--- src/rtl/ov_fifo_reader_if.sv ---
// Pixel stream from the camera FIFO reader to display/processing logic.
// Valid/ready handshake; frame_done marks the end of a frame.
interface ov_fifo_reader_if;
    logic        pix_valid;
    logic        pix_ready;
    logic [15:0] pix_data;
    logic [8:0]  pix_x;
    logic [7:0]  pix_y;
    logic        frame_done;

    modport master (
        output pix_valid,
        output pix_data,
        output pix_x,
        output pix_y,
        output frame_done,
        input  pix_ready
    );

    modport slave (
        input  pix_valid,
        input  pix_data,
        input  pix_x,
        input  pix_y,
        input  frame_done,
        output pix_ready
    );
endinterface

--- src/rtl/ov_fifo_reader.sv ---
// Camera frame FIFO read controller: handshake, read-reset, then two bytes per pixel
// at 4*RCLK_HALF+1 cycles/pixel; pix_ready low freezes fifo_rclk and holds the pixel.
module ov_fifo_reader #(
    parameter int H_PIXELS    = 320,
    parameter int V_LINES     = 240,
    parameter int RCLK_HALF   = 1,
    parameter int RRST_PULSES = 2
) (
    input  logic                    clk_24MHz,
    input  logic                    rst,
    input  logic                    initialized,
    input  logic                    new_frame,
    output logic                    frame_read,
    output logic                    fifo_rrst_n,
    output logic                    fifo_oe_n,
    output logic                    fifo_rclk,
    input  logic [7:0]              fifo_data,
    ov_fifo_reader_if.master        pix
);

    localparam int PH_W = (RCLK_HALF > 1) ? $clog2(RCLK_HALF) : 1;
    localparam int PC_W = (RRST_PULSES > 1) ? $clog2(RRST_PULSES) : 1;

    typedef enum logic [2:0] {
        IDLE,
        RRST,
        READ_HI,
        READ_LO,
        PRESENT,
        DONE,
        WAIT_CLR
    } state_t;

    state_t          state, state_n;
    logic [PH_W-1:0] phase_cnt, phase_cnt_n;
    logic [PC_W-1:0] pulse_cnt, pulse_cnt_n;
    logic            byte_sel, byte_sel_n;
    logic [7:0]      hi_byte, hi_byte_n;
    logic [7:0]      lo_byte, lo_byte_n;
    logic            frame_read_n, fifo_rrst_n_n, fifo_oe_n_n, fifo_rclk_n;
    logic            pix_valid_n, frame_done_n;
    logic [15:0]     pix_data_n;
    logic [8:0]      pix_x_n;
    logic [7:0]      pix_y_n;
    logic            last_half, last_x, last_y;

    assign last_half = (phase_cnt == PH_W'(RCLK_HALF - 1));
    assign last_x    = (pix.pix_x == 9'(H_PIXELS - 1));
    assign last_y    = (pix.pix_y == 8'(V_LINES - 1));

    always_comb begin
        state_n       = state;
        phase_cnt_n   = phase_cnt;
        pulse_cnt_n   = pulse_cnt;
        byte_sel_n    = byte_sel;
        hi_byte_n     = hi_byte;
        lo_byte_n     = lo_byte;
        frame_read_n  = frame_read;
        fifo_rrst_n_n = fifo_rrst_n;
        fifo_oe_n_n   = fifo_oe_n;
        fifo_rclk_n   = fifo_rclk;
        pix_valid_n   = pix.pix_valid;
        pix_data_n    = pix.pix_data;
        pix_x_n       = pix.pix_x;
        pix_y_n       = pix.pix_y;
        frame_done_n  = 1'b0;

        case (state)
            IDLE: begin
                if (initialized && new_frame) begin
                    frame_read_n  = 1'b0;
                    fifo_oe_n_n   = 1'b0;
                    fifo_rrst_n_n = 1'b0;
                    fifo_rclk_n   = 1'b1;
                    phase_cnt_n   = '0;
                    pulse_cnt_n   = '0;
                    state_n       = RRST;
                end
            end
            // fifo_rclk itself tells which half of the reset pulse we are in
            RRST: begin
                phase_cnt_n = phase_cnt + PH_W'(1);
                if (last_half) begin
                    phase_cnt_n = '0;
                    if (fifo_rclk) begin
                        fifo_rclk_n = 1'b0;
                    end else if (pulse_cnt == PC_W'(RRST_PULSES - 1)) begin
                        fifo_rrst_n_n = 1'b1;
                        fifo_rclk_n   = 1'b1;
                        state_n       = READ_HI;
                    end else begin
                        pulse_cnt_n = pulse_cnt + PC_W'(1);
                        fifo_rclk_n = 1'b1;
                    end
                end
            end
            READ_HI: begin
                phase_cnt_n = phase_cnt + PH_W'(1);
                if (last_half) begin
                    phase_cnt_n = '0;
                    if (!byte_sel) hi_byte_n = fifo_data;
                    else           lo_byte_n = fifo_data;
                    fifo_rclk_n = 1'b0;
                    state_n     = READ_LO;
                end
            end
            READ_LO: begin
                phase_cnt_n = phase_cnt + PH_W'(1);
                if (last_half) begin
                    phase_cnt_n = '0;
                    if (!byte_sel) begin
                        byte_sel_n  = 1'b1;
                        fifo_rclk_n = 1'b1;
                        state_n     = READ_HI;
                    end else begin
                        byte_sel_n  = 1'b0;
                        pix_data_n  = {hi_byte, lo_byte};
                        pix_valid_n = 1'b1;
                        state_n     = PRESENT;
                    end
                end
            end
            PRESENT: begin
                if (pix.pix_valid && pix.pix_ready) begin
                    pix_valid_n = 1'b0;
                    if (last_x) begin
                        pix_x_n = '0;
                        pix_y_n = last_y ? 8'd0 : pix.pix_y + 8'd1;
                    end else begin
                        pix_x_n = pix.pix_x + 9'd1;
                    end
                    if (last_x && last_y) begin
                        state_n = DONE;
                    end else begin
                        fifo_rclk_n = 1'b1;
                        state_n     = READ_HI;
                    end
                end
            end
            DONE: begin
                fifo_oe_n_n  = 1'b1;
                frame_read_n = 1'b1;
                frame_done_n = 1'b1;
                pix_x_n      = '0;
                pix_y_n      = '0;
                state_n      = WAIT_CLR;
            end
            // the writer may still be holding new_frame from the frame just read
            WAIT_CLR: begin
                if (!new_frame) state_n = IDLE;
            end
            default: state_n = IDLE;
        endcase
    end

    always_ff @(posedge clk_24MHz) begin
        if (rst) begin
            state          <= IDLE;
            phase_cnt      <= '0;
            pulse_cnt      <= '0;
            byte_sel       <= 1'b0;
            hi_byte        <= '0;
            lo_byte        <= '0;
            frame_read     <= 1'b1;
            fifo_rrst_n    <= 1'b1;
            fifo_oe_n      <= 1'b1;
            fifo_rclk      <= 1'b0;
            pix.pix_valid  <= 1'b0;
            pix.pix_data   <= '0;
            pix.pix_x      <= '0;
            pix.pix_y      <= '0;
            pix.frame_done <= 1'b0;
        end else begin
            state          <= state_n;
            phase_cnt      <= phase_cnt_n;
            pulse_cnt      <= pulse_cnt_n;
            byte_sel       <= byte_sel_n;
            hi_byte        <= hi_byte_n;
            lo_byte        <= lo_byte_n;
            frame_read     <= frame_read_n;
            fifo_rrst_n    <= fifo_rrst_n_n;
            fifo_oe_n      <= fifo_oe_n_n;
            fifo_rclk      <= fifo_rclk_n;
            pix.pix_valid  <= pix_valid_n;
            pix.pix_data   <= pix_data_n;
            pix.pix_x      <= pix_x_n;
            pix.pix_y      <= pix_y_n;
            pix.frame_done <= frame_done_n;
        end
    end

endmodule

--- src/flat_wrapper.sv ---
// flat-port wrapper written by rule: the top's interface ports become plain ports
module ov_fifo_reader_flat 
#(
    parameter int H_PIXELS    = 320,
    parameter int V_LINES     = 240,
    parameter int RCLK_HALF   = 1,
    parameter int RRST_PULSES = 2
)
  (clk_24MHz, rst, initialized, new_frame, frame_read, fifo_rrst_n, fifo_oe_n, fifo_rclk, fifo_data, pix_pix_valid, pix_pix_data, pix_pix_x, pix_pix_y, pix_frame_done, pix_pix_ready);
  ov_fifo_reader_if pix_i ();
  input  logic clk_24MHz;
  input  logic rst;
  input  logic initialized;
  input  logic new_frame;
  output logic frame_read;
  output logic fifo_rrst_n;
  output logic fifo_oe_n;
  output logic fifo_rclk;
  input  logic [7:0] fifo_data;
  output wire logic [$bits(pix_i.pix_valid)-1:0] pix_pix_valid;
  output wire logic [$bits(pix_i.pix_data)-1:0] pix_pix_data;
  output wire logic [$bits(pix_i.pix_x)-1:0] pix_pix_x;
  output wire logic [$bits(pix_i.pix_y)-1:0] pix_pix_y;
  output wire logic [$bits(pix_i.frame_done)-1:0] pix_frame_done;
  input wire logic [$bits(pix_i.pix_ready)-1:0] pix_pix_ready;
  assign pix_pix_valid = pix_i.pix_valid;
  assign pix_pix_data = pix_i.pix_data;
  assign pix_pix_x = pix_i.pix_x;
  assign pix_pix_y = pix_i.pix_y;
  assign pix_frame_done = pix_i.frame_done;
  assign pix_i.pix_ready = pix_pix_ready;
  ov_fifo_reader #(.H_PIXELS(H_PIXELS), .V_LINES(V_LINES), .RCLK_HALF(RCLK_HALF), .RRST_PULSES(RRST_PULSES)) u_core (.clk_24MHz(clk_24MHz), .rst(rst), .initialized(initialized), .new_frame(new_frame), .frame_read(frame_read), .fifo_rrst_n(fifo_rrst_n), .fifo_oe_n(fifo_oe_n), .fifo_rclk(fifo_rclk), .fifo_data(fifo_data), .pix(pix_i));
endmodule
--- config.mk ---
export PLATFORM = sky130hd
export DESIGN_NAME = ov_fifo_reader_flat
export DESIGN_NICKNAME = d
export VERILOG_FILES = /design/src/rtl/ov_fifo_reader_if.sv /design/src/rtl/ov_fifo_reader.sv /design/src/flat_wrapper.sv
export SDC_FILE = /design/constraint.sdc
export NUM_CORES = 1
export LEC_CHECK = 0
export ABC_AREA = 1
export CAP_MARGIN = 10
export CORE_UTILIZATION = 50
export CTS_CLUSTER_DIAMETER = 80
export DETAILED_ROUTE_END_ITERATION = 10
export HOLD_SLACK_MARGIN = 0.05
export PLACE_DENSITY = 0.79
export SLEW_MARGIN = 5
export SYNTH_ARGS = -nofsm -noshare
export SYNTH_HDL_FRONTEND = slang
export SYNTH_SLANG_ARGS = --single-unit
export TNS_END_PERCENT = 10
--- constraint.sdc ---
create_clock -name clk_24MHz -period 1.95 [get_ports clk_24MHz]
set_input_delay 0.39 -clock clk_24MHz [delete_from_list [all_inputs] [get_ports clk_24MHz]]
set_output_delay 0.39 -clock clk_24MHz [all_outputs]
set_load 0.02 [all_outputs]
==> results of run 1 <==
[worst max-delay path by stage]
stage                         from                   to  slack, ps  cells past startpoint
3_5_place_dp         pix_pix_ready  u_core.pix.pix_y[7]         70                     10
6_report       u_core.pix.pix_x[7]         pix_pix_x[7]        120                      1
2_1_floorplan  u_core.pix.pix_x[0]  u_core.pix.pix_y[0]        380                     10
3_3_place_gp         pix_pix_ready  u_core.pix.pix_y[6]        100                     10
5_1_grt        u_core.pix.pix_x[0]      u_core.state[0]         20                      9
4_1_cts        u_core.pix.pix_y[4]         pix_pix_y[4]        110                      1
[Yosys cell counts]
cell / number
a21oi_1: 15
and3_1: 1
buf_4: 2
buf_6: 2
clkbuf_1: 6
clkinv_4: 1
dfxtp_1: 59
ha_1: 2
inv_1: 30
inv_2: 4
inv_4: 2
nand2_1: 54
nand2_2: 1
nand2_8: 2
nand3_1: 17
nand3b_1: 1
nand4_1: 6
nor2_1: 101
nor2_2: 3
nor2_4: 1
nor3_4: 1
o21ai_0: 47
o21ai_1: 2
o21ai_2: 2
o21bai_2: 1
o21bai_4: 1
o31ai_1: 1
or2_2: 1
[flip-flops by register name (all words and copies together) (netlist names), 3 cells and up]
register	cells
u_core.pix.pix_data	16
u_core.pix.pix_x	9
u_core.hi_byte	8
u_core.lo_byte	8
u_core.pix.pix_y	8
u_core.state	3
[where the power goes]
| part | leakage (nW) | internal [W] | switching [W] | total [W] |
|---|---|---|---|---|
| clock network | 0.0885 | 0.000589 | 0.000500 | 0.00109 |
| logic | 0.773 | 0.000158 | 0.000270 | 0.000428 |
| registers | 0.477 | 0.00127 | 0.0000475 | 0.00132 |
| total | 1.34 | 0.00202 | 0.000818 | 0.00284 |
[stage by stage]
stage	setup slack, ps	util, %	area (um^2)
finish	118	69.1	3370
global route	19.3	69.1	3370
CTS	112	69.1	3370
detailed placement	68.4	65.2	3180
global placement	101	65.2	3180
floorplan	381	-	2610
[cells by family (layout without fill, tap and decap cells)]
family / count (synthesis) / in the layout / share of synthesized area (%)
DFF: 59 / 59 / 45.3
and+or+nand+nor: 189 / 189 / 31.3
adders and majority gates: 2 / 2 / 0.960
buffers and inverters: 47 / 109 / 8.01
AOI/OAI and AO/OA: 69 / 69 / 14.4
[cell type report]
cell class	count	area, um^2	area share [%]
clock inverters	6	66.3	1.97
flip-flops and latches	59	1180	35.0
inverters	37	149	4.41
multi-input cells	260	1220	36.1
well taps	67	83.8	2.49
clock buffers	10	128	3.78
repair buffers	56	548	16.2
[layer usage]
metal	vias up	global-route usage, %	wire [um]
met1	1137	30.8	2850
met3	9	5.83	288
met5	-	0	0
li1	1294	-	-
met2	71	36.5	2630
met4	0	11.1	99
==> flow_summary.json, run 1 <==
{
  "slowest_stage": "clkdlybuf4s50_1",
  "antenna_cells": 0,
  "antenna_found_initial": 0,
  "relSlewSlack_pct": 69.5,
  "vias_per_cell": 5.07,
  "grt_pass1_wl_mm": 9.76,
  "clk_path_buf_depth": 2,
  "grtUsageTotal_pct": 23.5,
  "r2r_slack_ps": 230,
  "synth.net_count": 381,
  "synth-seq-area-share_pct": 45.3,
  "worst_ep_required_time_ps": 1560,
  "initial_core_util_pct": 53.4,
  "fmax_ghz": 0.546,
  "die-area_um2": 5510,
  "fin_worst_skew_ps": 4.50,
  "grt_start_max_net_pins": 42,
  "fill_cells": 427,
  "cts_tree": "yes",
  "outcome": "finished clean",
  "total_power_w": 0.00284,
  "worstHoldStart": "u_core.frame_read",
  "drtIter0Drc": 173,
  "drive_gt1_share_pct": 9.35,
  "synth_top_area_cell": "dfxtp_1",
  "synth_top_area_share_pct": 45.3,
  "num_rows": 25,
  "yosys-top-cells-area": "dfxtp_1 45%, nor2_1 15%, o21ai_0 9.0%, nand2_1 7.8%, inv_1 4.3%",
  "routed_wl_mm": 5.87,
  "finalCritPeriodShare_pct": 93.9,
  "final_common_cell": "nor2_1",
  "setup_tns_ps": 0,
  "crit_path_end_kind": "primary output",
  "place.gp.congestion": 0.896,
  "tightest_slew_ps": 456,
  "critPathMaxFanout": 6,
  "post-route-min-period_ps": 1830,
  "power.leakage_nw": 1.34,
  "ctsHoldBuffers": 0,
  "synth_cell_types": 28,
  "critPathMaxStageDelay_ps": 660,
  "clkSinkCount": 59,
  "root_buffer": "clkbuf_8",
  "cts_resized": 0,
  "final_cell_mix": "101 x nor2_1, 59 x dfxtp_1, 54 x nand2_1, 51 x clkdlybuf4s50_1, 47 x o21ai_0",
  "layout.nets": 438,
  "r2r_cells": 9,
  "post_drt_wl_per_cell_um": 11.9,
  "avgSynthCellArea_um2": 7.12,
  "final_cells": 495,
  "cts_setup_buffers": 0,
  "num_io_pins": 52,
  "crit_buf_inv": 1,
  "peakVddDrop_uv": 535,
  "fin_hold_ws_ps": 474,
  "vias": 2511,
  "numCtsBuffers": 9,
  "synth-seq-cells": 59,
  "cap_violations": 0,
  "synth_area_um2": 2610,
  "final-hold-violation-count": 0,
  "dp_cells": 479,
  "h-tree-depth": 3,
  "ys_warn_count": 0,
  "crit_chain": "clkdlybuf4s50_1",
  "dr.pass1.iters": 4,
  "clk_latency_ps": 340,
  "portBuffers": 51,
  "powerDensity_nw_per_um2": 841,
  "cp.arrival_ps": 1440,
  "holdPathStages": 2,
  "grt_pass1_vias": 2230,
  "hp-class": "reg2reg",
  "dp_hpwl_mm": 4.19,
  "fp.dieH_um": 74.2,
  "dieWidth_um": 74.2,
  "path_class": "reg2out",
  "drv_slew": 0,
  "reg2reg_from": "u_core.pix.pix_x[0]",
  "antenna_left": 0,
  "setup_viol_count_final": 0,
  "cp-start-kind": "register",
  "worstReg2RegEnd": "u_core.state[0]",
  "area_delta_synth_final_pct": 29.4,
  "netlist_instances": 366,
  "rsz0062_at_grt": "no",
  "grt_overflow": 0,
  "clk_pin_slew_ps": 70,
  "min_to": "u_core.frame_read",
  "drcViolationCount": 0,
  "cp_top_family": "buffers and inverters",
  "core-area_um2": 4880
}
Power figures use the tool's default switching activity.
==> run 2, diff against run 1 <==
- CORE_UTILIZATION: 50 -> 46
- PLACE_DENSITY: 0.79 -> 0.76
- TNS_END_PERCENT: 10 -> default
- clock period: 1.95 -> 1.6 ns (I/O delays scaled with it)
==> run 2 against run 1 <==
  * Total power up 24%
  * Setup slack lost 74 ps
  * Sequential share of layout area decreased by 0.92 points
  * Final cell count rose by 3.4%
==> flow_summary.json, run 2 (synthesis gave the netlist of run 1 again) <==
{
  "outcome": "finished clean",
  "worst_ep_required_time_ps": 1280,
  "final_cell_mix": "98 x nor2_1, 57 x dfxtp_1, 51 x nand2_1, 46 x o21ai_0, 37 x dlygate4sd2_1",
  "cp-start-kind": "register",
  "powerDensity_nw_per_um2": 1010,
  "final-hold-violation-count": 0,
  "top_register": "u_core.pix.pix_data",
  "clkSinkCount": 59,
  "fmax_ghz": 0.643,
  "grt_start_max_net_pins": 27,
  "crit_chain": "clkdlybuf4s50_1",
  "cp_top_family": "buffers and inverters",
  "grt_pass1_wl_mm": 10.4,
  "relSlewSlack_pct": 80.9,
  "wl_met1_mm": 2.88,
  "root_buffer": "clkbuf_8",
  "num_rows": 27,
  "drv_slew": 0,
  "antenna_cells": 0,
  "wl_met2_mm": 2.90,
  "fp.dieH_um": 77.3,
  "slowest_stage": "clkdlybuf4s50_1",
  "die-area_um2": 5970,
  "rsz0062_at_grt": "yes",
  "hp-class": "reg2reg",
  "drtIter0Drc": 128,
  "fin_area_um2": 3470,
  "grt_overflow": 0,
  "critPathMaxStageDelay_ps": 590,
  "final_common_cell": "nor2_1",
  "dieWidth_um": 77.3,
  "critPathMaxFanout": 1,
  "grt_pass1_vias": 2352,
  "fin_hold_ws_ps": 478,
  "dp_hpwl_mm": 4.42,
  "routed_wl_mm": 6.13,
  "final_cells": 512,
  "setup_viol_count_final": 0,
  "cap_violations": 0,
  "fin_worst_skew_ps": 7.71,
  "h-tree-depth": 3,
  "tightest_slew_ps": 284,
  "vias_per_cell": 4.92,
  "finalCritPeriodShare_pct": 97.2,
  "placed_area_um2": 3270,
  "drive_gt1_share_pct": 14.1,
  "crit_path_end_kind": "primary output",
  "drcViolationCount": 0,
  "fill_cells": 503,
  "antenna_found_initial": 0,
  "initial_core_util_pct": 47.6,
  "top_layer": "met4",
  "post-route-min-period_ps": 1560,
  "cts_tree": "yes",
  "place.gp.congestion": 0.937,
  "peakVddDrop_uv": 859,
  "largest_reg_flops": 16,
  "power.leakage_nw": 1.58,
  "clk_latency_ps": 340,
  "vias": 2521,
  "top_regs": "u_core.pix.pix_data x16, u_core.pix.pix_x x9",
  "clk_pin_slew_ps": 70,
  "post_drt_wl_per_cell_um": 12.0,
  "antenna_left": 0,
  "crit_buf_inv": 1,
  "portBuffers": 51,
  "grtUsageTotal_pct": 21.9,
  "dp_cells": 495,
  "area_delta_synth_final_pct": 33.2,
  "dr.pass1.iters": 4,
  "clk_path_buf_depth": 2,
  "core-area_um2": 5470,
  "cp.arrival_ps": 1240,
  "wl_met3_um": 295,
  "num_io_pins": 52,
  "numCtsBuffers": 9,
  "layout.nets": 450,
  "path_class": "reg2out"
}
-- run 2: cell count changes in the layout (fill, tap and decap cells not counted), moves of 2 or more --
cell,previous run,this run
buf_4,5,17
clkdlybuf4s50_1,51,13
dfxtp_1,59,57
dfxtp_2,0,2
dlygate4sd2_1,0,37
nand2_1,54,51
nand2_2,1,4
nor2_1,101,98
nor2_4,1,3
-- run 2: stage by stage --
step / worst slack, ps / utilization [%] / TNS [ps] / total power [W]
detailed placement: -114 / 59.7 / -1100 / 0.00216
finish: 44.4 / 63.4 / 0 / 0.00351
global route: -29.0 / 63.4 / -51.8 / 0.00366
floorplan: 30.7 / - / 0 / 0.00198
CTS: 1.02 / 62.6 / 0 / 0.00352
global placement: -116 / 59.7 / -1070 / 0.00214
-- run 2: final cells by class --
type	count	area, um^2	area share, %
multi-input cells	260	1250	36.1
well taps	72	90.1	2.59
inverters	37	149	4.29
clock buffers	10	138	3.96
repair buffers	68	594	17.1
clock inverters	6	65.1	1.87
flip-flops and latches	59	1180	34.1
-- run 2: what timing repair did --
item | CTS | global route
setup endpoints to repair | 37 | 25
gates cloned | 0 | 0
gates resized for setup | 37 | 14
pin swaps | 0 | 2
hold buffers | 0 | 0
setup buffers | 0 | 1
-- run 2: path summary, 6_finish.rpt --
path	startpoint	end	slack [ps]	cells after the start
worst max-delay path	u_core.pix.frame_done	pix_frame_done	40	1
worst min-delay path	u_core.pix.pix_data[6]	u_core.pix.pix_data[6]	480	2
worst max register to register	u_core.pix.pix_x[0]	u_core.pix.pix_y[2]	120	9
worst min register to register	u_core.pix.pix_data[6]	u_core.pix.pix_data[6]	480	2
-- run 2: where the power goes --
part           total (W)  switching, W  leakage, nW  internal [W]
sequential       0.00160     0.0000547        0.478       0.00155
combinational   0.000522      0.000339         1.01      0.000183
clock            0.00138      0.000623       0.0905      0.000757
total            0.00351       0.00102         1.58       0.00249
-- run 2: worst reg2reg max path: cells and delay by family, from the launching register on --
family | cells | cell delay (ps)
and+or+nand+nor | 5 | 470
adders and majority gates | 1 | 180
DFF | 1 | 340
buffers and inverters | 1 | 80
AOI/OAI and AO/OA | 2 | 360
-- run 2: routing by layer --
metal	global-route usage (%)	vias up
li1	-	1304
met1	27.4	1149
met2	35.5	62
met3	6.90	6
met4	7.17	0
met5	0	-
==> run 3, diff against run 2 <==
- SETUP_SLACK_MARGIN: default -> 0.3
- SLEW_MARGIN: 5 -> default
==> run 3 against run 2 <==
  * Register-to-register slack worse by 20 ps
  * Total power increased by 6.6%
  * Utilization increased by 3.8 points
  * Highest routed layer unchanged
==> flow_summary.json, run 3 (synthesis gave the netlist of run 1 again) <==
{
  "final_cells": 523,
  "clk_pin_slew_ps": 70,
  "relSlewSlack_pct": 79.3,
  "drive_gt1_share_pct": 32.4,
  "final-hold-violation-count": 0,
  "worstHoldStart": "u_core.frame_read",
  "final_common_cell": "nor2_1",
  "powerDensity_nw_per_um2": 1020,
  "r2r_cells": 10,
  "clkSinkCount": 59,
  "vias": 2619,
  "fin_worst_skew_ps": 8.26,
  "area_delta_synth_final_pct": 41.2,
  "power.leakage_nw": 1.63,
  "top_register": "u_core.pix.pix_data",
  "finalCritPeriodShare_pct": 93.7,
  "portBuffers": 51,
  "dieWidth_um": 77.3,
  "num_rows": 27,
  "post-route-min-period_ps": 1500,
  "hp-class": "reg2reg",
  "antenna_left": 0,
  "initial_core_util_pct": 47.6,
  "critPathMaxFanout": 6,
  "rsz0062_at_grt": "yes",
  "grtUsageTotal_pct": 22.2,
  "vias_per_cell": 5.01,
  "h-tree-depth": 3,
  "cp-start-kind": "register",
  "path_class": "reg2reg",
  "cap_violations": 0,
  "antenna_found_initial": 0,
  "layout.nets": 461,
  "ctsHoldBuffers": 0,
  "peakVddDrop_uv": 664,
  "antenna_cells": 0,
  "core-area_um2": 5470,
  "worstReg2RegEnd": "u_core.pix.pix_y[7]",
  "fmax_ghz": 0.667,
  "top_regs": "u_core.pix.pix_data x16, u_core.pix.pix_x x9",
  "root_buffer": "clkbuf_8",
  "setup_tns_ps": 0,
  "worst_ep_required_time_ps": 1850,
  "grt_start_max_net_pins": 33,
  "numCtsBuffers": 9,
  "min_to": "u_core.frame_read",
  "holdPathStages": 2,
  "clk_path_buf_depth": 2,
  "reg2reg_from": "u_core.pix.pix_x[1]",
  "post_drt_wl_per_cell_um": 12.7,
  "dp_cells": 491,
  "num_io_pins": 52,
  "cp.arrival_ps": 1750,
  "outcome": "finished clean",
  "setup_viol_count_final": 0,
  "r2r_slack_ps": 100,
  "routed_wl_mm": 6.66,
  "total_power_w": 0.00374,
  "largest_reg_flops": 16,
  "cts_tree": "yes",
  "grt_overflow": 0,
  "grt_pass1_wl_mm": 10.4,
  "tightest_slew_ps": 310,
  "drcViolationCount": 0,
  "final_cell_mix": "91 x nor2_1, 46 x nand2_1, 43 x dfxtp_1, 27 x buf_2, 26 x inv_1",
  "crit_path_end_kind": "register",
  "dp_hpwl_mm": 4.27,
  "drv_slew": 0,
  "drtIter0Drc": 164,
  "dr.pass1.iters": 6,
  "grt_pass1_vias": 2392,
  "die-area_um2": 5970,
  "place.gp.congestion": 0.883,
  "fp.dieH_um": 77.3,
  "clk_latency_ps": 350
}
-- run 3: cell types whose count changed in the layout (fill, tap and decap cells not counted), moves of 7 or more --
cell / change
buf_2: +27
buf_6: +7
clkdlybuf4s15_2: +7
dfxtp_1: -14
dfxtp_2: +10
dlygate4sd2_1: -35
nor2_1: -7
o21ai_0: -22
o21ai_1: +17
-- run 3: how the worst max path moves through the flow --
| stage | to | cells after the start | start |
|---|---|---|---|
| finish | u_core.pix.pix_y[7] | 10 | u_core.pix.pix_x[1] |
| global route | u_core.state[2] | 9 | u_core.pix.pix_x[1] |
| CTS | u_core.pix.pix_y[7] | 10 | u_core.pix.pix_x[0] |
| detailed placement | u_core.pix.pix_y[6] | 10 | pix_pix_ready |
| global placement | u_core.pix.pix_y[6] | 10 | pix_pix_ready |
| floorplan | u_core.pix.pix_y[6] | 10 | u_core.pix.pix_x[1] |
-- run 3: repair_timing --
action,in CTS,in global routing
resized for setup,151,81
setup buffers,6,8
setup endpoints to repair,93,81
pin swaps,17,13
cloned,1,1
-- run 3: metal layers --
layer  track usage [%]  vias up  wire length [um]
li1                  -     1340                 -
met1              26.0     1190              2840
met2              36.7       76              3350
met3              5.60       13               354
met4              12.1        0               121
met5                 0        -                 0
-- run 3: through the flow --
step           hold WS [ps]  utilization [%]  area [um^2]  worst slack, ps
6_report                471             67.3         3680              100
2_1_floorplan           450                -         2640              148
4_1_cts                 479             65.7         3600              142
5_1_grt                 494             67.3         3680            -2.91
3_5_place_dp            465             59.8         3270             -167
3_3_place_gp            459             59.8         3270             -131
-- run 3: cell type report --
type | instances | area, um^2
inverters | 37 | 171
clock buffers | 10 | 149
flip-flops and latches | 59 | 1210
multi-input cells | 261 | 1390
well taps | 72 | 90.1
fillers | 468 | 1790
clock inverters | 6 | 68.8
repair buffers | 78 | 606
-- run 3: worst max-delay path, cell delays in order (launching register included) --
cell	delay, ps
dfxtp_4	370
ha_4	150
nand2_4	50
nor2_4	110
nand2_4	70
o21bai_4	280
nand2_8	120
clkinv_8	80
nand3_4	60
nand2_2	70
nor2_2	40
-- run 3: where the power goes --
group	internal, W	leakage (nW)	switching [W]
Sequential	0.00155	0.486	0.0000712
Combinational	0.000245	1.04	0.000385
Clock	0.000824	0.105	0.000661
Total	0.00262	1.63	0.00112
